`config.mk`:
```
export PLATFORM = sky130hd
export DESIGN_NAME = divider_post
export DESIGN_NICKNAME = d
export VERILOG_FILES = /design/src/rtl/divider_pkg.sv /design/src/rtl/divider_post_fifo.sv /design/src/rtl/divider_post.sv
export SDC_FILE = /design/constraint.sdc
export NUM_CORES = 1
export LEC_CHECK = 0
export BUFFER_PORTS_ARGS = -buffer_cell sky130_fd_sc_hd__buf_4
export CORE_AREA = 2 2 110 112
export CTS_CLUSTER_DIAMETER = 80
export CTS_CLUSTER_SIZE = 14
export DETAILED_ROUTE_END_ITERATION = 10
export DIE_AREA = 0 0 112 114
export PLACE_DENSITY = 0.72
export REMOVE_ABC_BUFFERS = 1
export SYNTH_ARGS = -nofsm -noshare
export SYNTH_HDL_FRONTEND = slang
export SYNTH_SLANG_ARGS = --single-unit
```
`constraint.sdc`:
```
create_clock -name clk -period 4.95 [get_ports clk]
set_input_delay 0.7425 -clock clk [delete_from_list [all_inputs] [get_ports clk]]
set_output_delay 0.7425 -clock clk [all_outputs]
set_load 0.01 [all_outputs]
```
`src/rtl/divider_pkg.sv`:
```
`default_nettype none
// ============================================================================
// Module      : divider_pkg
// Description : Constants shared between the pipelined reciprocal divider
//               and its post-processing block.
// Revision    : 1.0 - initial release
// ============================================================================
package divider_pkg;

    localparam int          M            = 4;
    localparam int          SERIES       = 5;
    localparam int          M_ACTIVE_MIN = 2;
    localparam int          DIV_MIN      = 2 ** (M_ACTIVE_MIN - 1);
    localparam logic [5:0]  DIVIDEND     = 6'b11_1111;

    function automatic bit is_pow2(input int v);
        return (v > 0) && ((v & (v - 1)) == 0);
    endfunction

endpackage
`default_nettype wire

```
`src/rtl/divider_post_fifo.sv`:
```
`default_nettype none
// ============================================================================
// Module      : divider_post_fifo
// Description : Single-clock result FIFO with occupancy output.
// Revision    : 1.0 - initial release
// ============================================================================
module divider_post_fifo #(
    parameter int WIDTH = 15,
    parameter int DEPTH = 8,
    parameter int CNT_W = $clog2(DEPTH + 1)
) (
    input  logic             clk,
    input  logic             rstn,
    input  logic             push,
    input  logic [WIDTH-1:0] push_data,
    input  logic             pop,
    output logic [WIDTH-1:0] pop_data,
    output logic [CNT_W-1:0] count
);

    localparam int c_ptr_w = $clog2(DEPTH);

    logic [WIDTH-1:0]   r_mem [DEPTH];
    logic [c_ptr_w-1:0] r_wr_ptr;
    logic [c_ptr_w-1:0] r_rd_ptr;
    logic [CNT_W-1:0]   r_count;
    logic               w_full;
    logic               w_do_pop;

    assign w_full   = (r_count == CNT_W'(DEPTH));
    assign w_do_pop = pop && (r_count != '0);
    assign pop_data = r_mem[r_rd_ptr];
    assign count    = r_count;

    // Storage carries no reset; validity is tracked by the pointers alone.
    always_ff @(posedge clk) begin
        if (push) begin
            r_mem[r_wr_ptr] <= push_data;
        end
    end

    always_ff @(posedge clk or negedge rstn) begin
        if (!rstn) begin
            r_wr_ptr <= '0;
            r_rd_ptr <= '0;
            r_count  <= '0;
        end else begin
            if (push) begin
                r_wr_ptr <= r_wr_ptr + c_ptr_w'(1);
            end
            if (w_do_pop) begin
                r_rd_ptr <= r_rd_ptr + c_ptr_w'(1);
            end
            case ({push, w_do_pop})
                2'b10:   r_count <= r_count + CNT_W'(1);
                2'b01:   r_count <= r_count - CNT_W'(1);
                default: r_count <= r_count;
            endcase
        end
    end

    always_ff @(posedge clk) begin
        if (rstn) begin
            assert (!(push && w_full && !w_do_pop))
                else $error("divider_post_fifo: push into full FIFO");
        end
    end

endmodule
`default_nettype wire

```
`src/rtl/divider_post.sv`:
```
`default_nettype none
// ============================================================================
// Module      : divider_post
// Description : Aligns divider results with their divisors, rounds, flags
//               illegal divisors and buffers results behind a credit check.
// Revision    : 1.0 - initial release
// ============================================================================
module divider_post
    import divider_pkg::is_pow2;
#(
    parameter int M       = divider_pkg::M,
    parameter int SERIES  = divider_pkg::SERIES,
    parameter int DEPTH   = 8,
    parameter int DIV_MIN = divider_pkg::DIV_MIN
) (
    input  logic              clk,
    input  logic              rstn,
    input  logic              in_valid,
    input  logic [M-1:0]      in_divisor,
    output logic              in_ready,
    input  logic [SERIES-1:0] merchant,
    input  logic [M-1:0]      remainder,
    output logic              out_valid,
    input  logic              out_ready,
    output logic [SERIES-1:0] out_quot,
    output logic [M-1:0]      out_rem,
    output logic [SERIES-1:0] out_quot_rnd,
    output logic              out_err
);

    localparam int                c_word_w    = SERIES + M + SERIES + 1;
    localparam int                c_cnt_w     = $clog2(DEPTH + 1);
    localparam logic [c_cnt_w:0]  c_depth_lim = DEPTH[c_cnt_w:0];
    localparam logic [M-1:0]      c_div_min   = DIV_MIN[M-1:0];
    localparam logic [SERIES-1:0] c_quot_max  = '1;

    logic                         w_issue;
    logic                         w_capture;
    logic                         w_pop;
    logic [SERIES-1:0]            r_vld_line;
    logic [SERIES-1:0][M-1:0]     r_div_line;
    logic [M-1:0]                 w_cap_div;
    logic [c_cnt_w-1:0]           r_inflight;
    logic [c_cnt_w-1:0]           w_fifo_count;
    logic [c_cnt_w:0]             w_outstanding;
    logic                         w_err;
    logic                         w_round_up;
    logic [SERIES-1:0]            w_quot;
    logic [M-1:0]                 w_rem;
    logic [SERIES-1:0]            w_rnd;
    logic [c_word_w-1:0]          w_push_word;
    logic [c_word_w-1:0]          w_head_word;

    assign w_issue       = in_valid && in_ready;
    assign w_capture     = r_vld_line[SERIES-1];
    assign w_cap_div     = r_div_line[SERIES-1];
    assign w_outstanding = {1'b0, w_fifo_count} + {1'b0, r_inflight};
    assign in_ready      = (w_outstanding < c_depth_lim);
    assign out_valid     = (w_fifo_count != '0);
    assign w_pop         = out_valid && out_ready;

    // The delay line mirrors the divider pipeline so a result meets its divisor.
    always_ff @(posedge clk or negedge rstn) begin
        if (!rstn) begin
            r_vld_line <= '0;
            r_div_line <= '0;
        end else begin
            r_vld_line <= {r_vld_line[SERIES-2:0], w_issue};
            r_div_line <= {r_div_line[SERIES-2:0], in_divisor};
        end
    end

    always_ff @(posedge clk or negedge rstn) begin
        if (!rstn) begin
            r_inflight <= '0;
        end else begin
            case ({w_issue, w_capture})
                2'b10:   r_inflight <= r_inflight + c_cnt_w'(1);
                2'b01:   r_inflight <= r_inflight - c_cnt_w'(1);
                default: r_inflight <= r_inflight;
            endcase
        end
    end

    always_comb begin
        w_err      = (w_cap_div < c_div_min);
        w_round_up = ({remainder, 1'b0} >= {1'b0, w_cap_div});
        w_quot     = merchant;
        w_rem      = remainder;
        if (merchant == c_quot_max) begin
            w_rnd = c_quot_max;
        end else begin
            w_rnd = merchant + SERIES'(w_round_up);
        end
        // Divider output is meaningless for an illegal divisor.
        if (w_err) begin
            w_quot = c_quot_max;
            w_rem  = '0;
            w_rnd  = c_quot_max;
        end
    end

    assign w_push_word = {w_quot, w_rem, w_rnd, w_err};

    divider_post_fifo #(
        .WIDTH (c_word_w),
        .DEPTH (DEPTH),
        .CNT_W (c_cnt_w)
    ) u_fifo (
        .clk       (clk),
        .rstn      (rstn),
        .push      (w_capture),
        .push_data (w_push_word),
        .pop       (w_pop),
        .pop_data  (w_head_word),
        .count     (w_fifo_count)
    );

    assign {out_quot, out_rem, out_quot_rnd, out_err} = out_valid ? w_head_word : '0;

    always_ff @(posedge clk) begin
        if (rstn) begin
            assert (DEPTH >= SERIES + 1 && is_pow2(DEPTH))
                else $error("divider_post: illegal DEPTH");
            assert (w_outstanding <= c_depth_lim)
                else $error("divider_post: credit overrun");
        end
    end

endmodule
`default_nettype wire

```
==> flow_summary_export.csv <==
group,metric,value,unit
clocking,ctsLongestPathBuffers,2,
critical_path,path_class,"flip-flop to output pin",
pwr,ir_worst_vdd,0.336,mV
global_routing,antenna_found_initial,0,
critical_path,crit_path_start_kind,"flip-flop",
logic_synthesis,synth.most_common_cell,"edfxtp_1",
sta,worstMarginPinSlew,1.07,ns
logic_synthesis,synthSimpleGateAreaFrac,4.18,%
layout,area_delta_synth_final,16.7,%
global_routing,grt_pass1_wl,17500,um
sta,setup_violations,0,
critical_path,crit_path_end_kind,"output pin",
sta,finalSetupTns,0,ns
floorplan,die_y,114,um
logic_synthesis,ys_top_cells_by_area,"edfxtp_1, dfrtp_1, mux4_2",
drt,wirelength,10900,um
sta,post-route-period-util,66.6,%
global_routing,grt_pass1_vias,3221,
floorplan,rows,40,
sta,fin_skew,0.00654,ns
logic_synthesis,netlist_instances,323,
logic_synthesis,yosysTopAreaCellShare,57.9,%
logic_synthesis,synth_mux_area_share,11.4,%
drt,drt_iter0_drc,187,
sta,hold_viol,0,
floorplan,die_w,112,um
logic_synthesis,synthAdderAreaFrac,3.86,%
critical_path,path_cells,"mux4_2 > a22o_1 > buf_4",
logic_synthesis,seq_area_frac_synth,73.5,%
clocking,cts_tree,"yes",
outcome,status,"finished clean",
place,dp_cells,494,
floorplan,initial_core_util,53.2,%
critical_path,required,4.21,ns
clocking,clock_latency,0.42,ns
sta,relSlewSlack,28.6,%
critical_path,cp-startpoint,"u_fifo.r_rd_ptr[0]$_DFFE_PN0N_",
layout,drive_gt1_share,31.0,%
floorplan,ios,34,
pwr,total_power,4.35,mW
pwr,power_density,599,nW/um^2
logic_synthesis,synth_compound_area_share,3.35,%
critical_path,worstPathMaxFanout,32,
clocking,cts_root_buf,"clkbuf_16",
pwr,switching_share,28.0,%
logic_synthesis,synth_top_family_by_area,"multiplexers",
sta,hold_ws,0.284,ns
logic_synthesis,synth_top_flop_cell,"edfxtp_1",
floorplan,die_area,12800,um^2
place,dp_hpwl,6430,um
worst_hold_path,hp-class,"input pin to asynchronous set/reset pin",
clocking,cts_setup_buffers,0,
drt,route.detailed.drc,0,
place,port-buffer-count,33,
critical_path,cpPeakStageDelay,1.07,ns
pwr,p_comb_share,27.5,%
sta,slew_violations,0,
drt,detail_route.first_pass.iterations,4,
critical_path,ff2ff_path_depth,10,
drt,avgRoutedWirePerCell,20.8,um
clocking,clk_pin_slew_worst_paths,0.06,ns
layout,fin_nets,401,
pwr,clkPwrFrac,31.7,%
logic_synthesis,syn_area,6230,um^2
place,place_congestion,0.715,
pwr,p_int,3.13,mW
sta,rsz0062_at_grt,"no",
floorplan,core,11700,um^2
flow_run,max_cap_violations,0,
clocking,cts_max_level,4,
global_routing,grt_max_degree,40,
logic_synthesis,synth_area_leader_cell,"edfxtp_1",
logic_synthesis,synth_xor_area_share,1.83,%
logic_synthesis,synth_edf_count,120,
sta,max_freq,0.303,GHz
logic_synthesis,syn_area_per_cell,19.3,um^2
logic_synthesis,netlist_top_cells_count,"edfxtp_1, dfrtp_1, mux4_2",
layout,final_cells,525,
drt,num_vias,2955,
clocking,cts.repair.resized,0,
drt,vias_per_cell,5.63,
critical_path,cp_data_arrival_time,2.56,ns
clocking,cts.sinks,159,
layout,antenna_cells,0,
critical_path,slowest_stage,"dfrtp_2",
logic_synthesis,yosys_warnings,0,
global_routing,overflow,0,
clocking,hold_buffers,0,
pwr,seqPwrFrac,40.8,%
logic_synthesis,ys_ff_latch,159,
drt,route.antenna.remaining_nets,0,
sta,finalCriticalPeriod,3.30,ns
pwr,switching_power,1.22,mW
global_routing,gr-usage-all-layers,18.8,%
clocking,cts_buffers,17,
logic_synthesis,synthDistinctLibCells,32,
critical_path,timing.rr.start,"u_fifo.count[1]$_DFFE_PN0P_",
pwr,leakage,2.67,nW
logic_synthesis,ys_async_sr_fraction,24.5,%
power groups by stage:
stage                     Combinational (mW)  Sequential, mW  Clock, mW
after floorplan                        0.782            1.78          0
after global placement                  1.19            1.80          0
after detailed placement                1.22            1.81          0
after CTS                               1.22            1.78       1.40
after global routing                    1.30            1.81       1.46
final                                   1.19            1.78       1.38
metal layers:
metal  routed length [um]  track usage (%)  up-vias
li1                     -                -     1341
met1                 4510             24.4     1506
met2                 5630             31.2       94
met3                  617             4.62       14
met4                  163             7.15        0
met5                    0                0        -
cell usage in the layout, fill, tap and decap left out, types with 3 or more instances in the layout:
cell type,count
a21oi_1,4
a22o_1,10
a22o_2,5
and3_1,3
buf_4,35
bufinv_16,5
clkbuf_1,3
clkbuf_16,17
clkinv_4,3
dfrtp_1,38
edfxtp_1,120
ha_1,16
inv_1,12
mux4_2,30
nand2_1,12
nand2b_1,5
nand3_1,5
nor2_2,6
nor2b_1,5
nor3_1,3
o21ai_0,4
or2_2,5
xnor2_1,6
xor2_1,7
critical path, delay by kind of cell (launching register included):
family,cells,cell delay [ns]
DFF,1,1.07
AOI/OAI and AO/OA,1,0.28
buffers and inverters,1,0.15
muxes,1,0.61
cell type report:
type | count | area [um^2]
Sequential cell | 159 | 4580
Clock inverter | 11 | 190
Tap cell | 147 | 184
Fill cell | 841 | 4440
Multi-Input combinational cell | 141 | 1570
Clock buffer | 20 | 437
Inverter | 12 | 45.0
Timing Repair Buffer | 35 | 263
path summary, 6_finish.rpt:
path	endpoint	slack, ns
max	out_rem[1]	1.65
min in group clk	r_div_line[11]$_DFF_PN0_	0.35
min reg2reg	r_div_line[11]$_DFF_PN0_	0.35
min	r_div_line[9]$_DFF_PN0_	0.28
max reg2reg	r_inflight[3]$_DFFE_PN0P_	1.85
max in group asynchronous	u_fifo.r_rd_ptr[0]$_DFFE_PN0N_	4.31
state kept, by name (all words and copies together) (netlist names):
name             count
u_fifo.r_mem       120
u_fifo.count         4
r_vld_line           5
w_cap_div            4
u_fifo.r_rd_ptr      3
r_div_line          16
r_inflight           4
u_fifo.r_wr_ptr      3
stage by stage:
stage          setup slack, ns  utilization (%)  cell area [um^2]
5_1_grt                   1.48             62.1              7270
3_3_place_gp              1.92             56.7              6640
4_1_cts                   1.59             62.1              7270
3_5_place_dp              1.87             56.7              6640
2_1_floorplan             1.84                -              6160
6_report                  1.65             62.1              7270
kinds of logic after synthesis:
logic type | after synthesis
buffers and inverters | 23
AND/OR/NAND/NOR | 50
multiplexers | 33
AO/OA/AOI/OAI | 27
adder cells (fa/ha/maj) | 18
XOR/XNOR | 13
flip-flops | 159
Power figures use the tool's default switching activity.
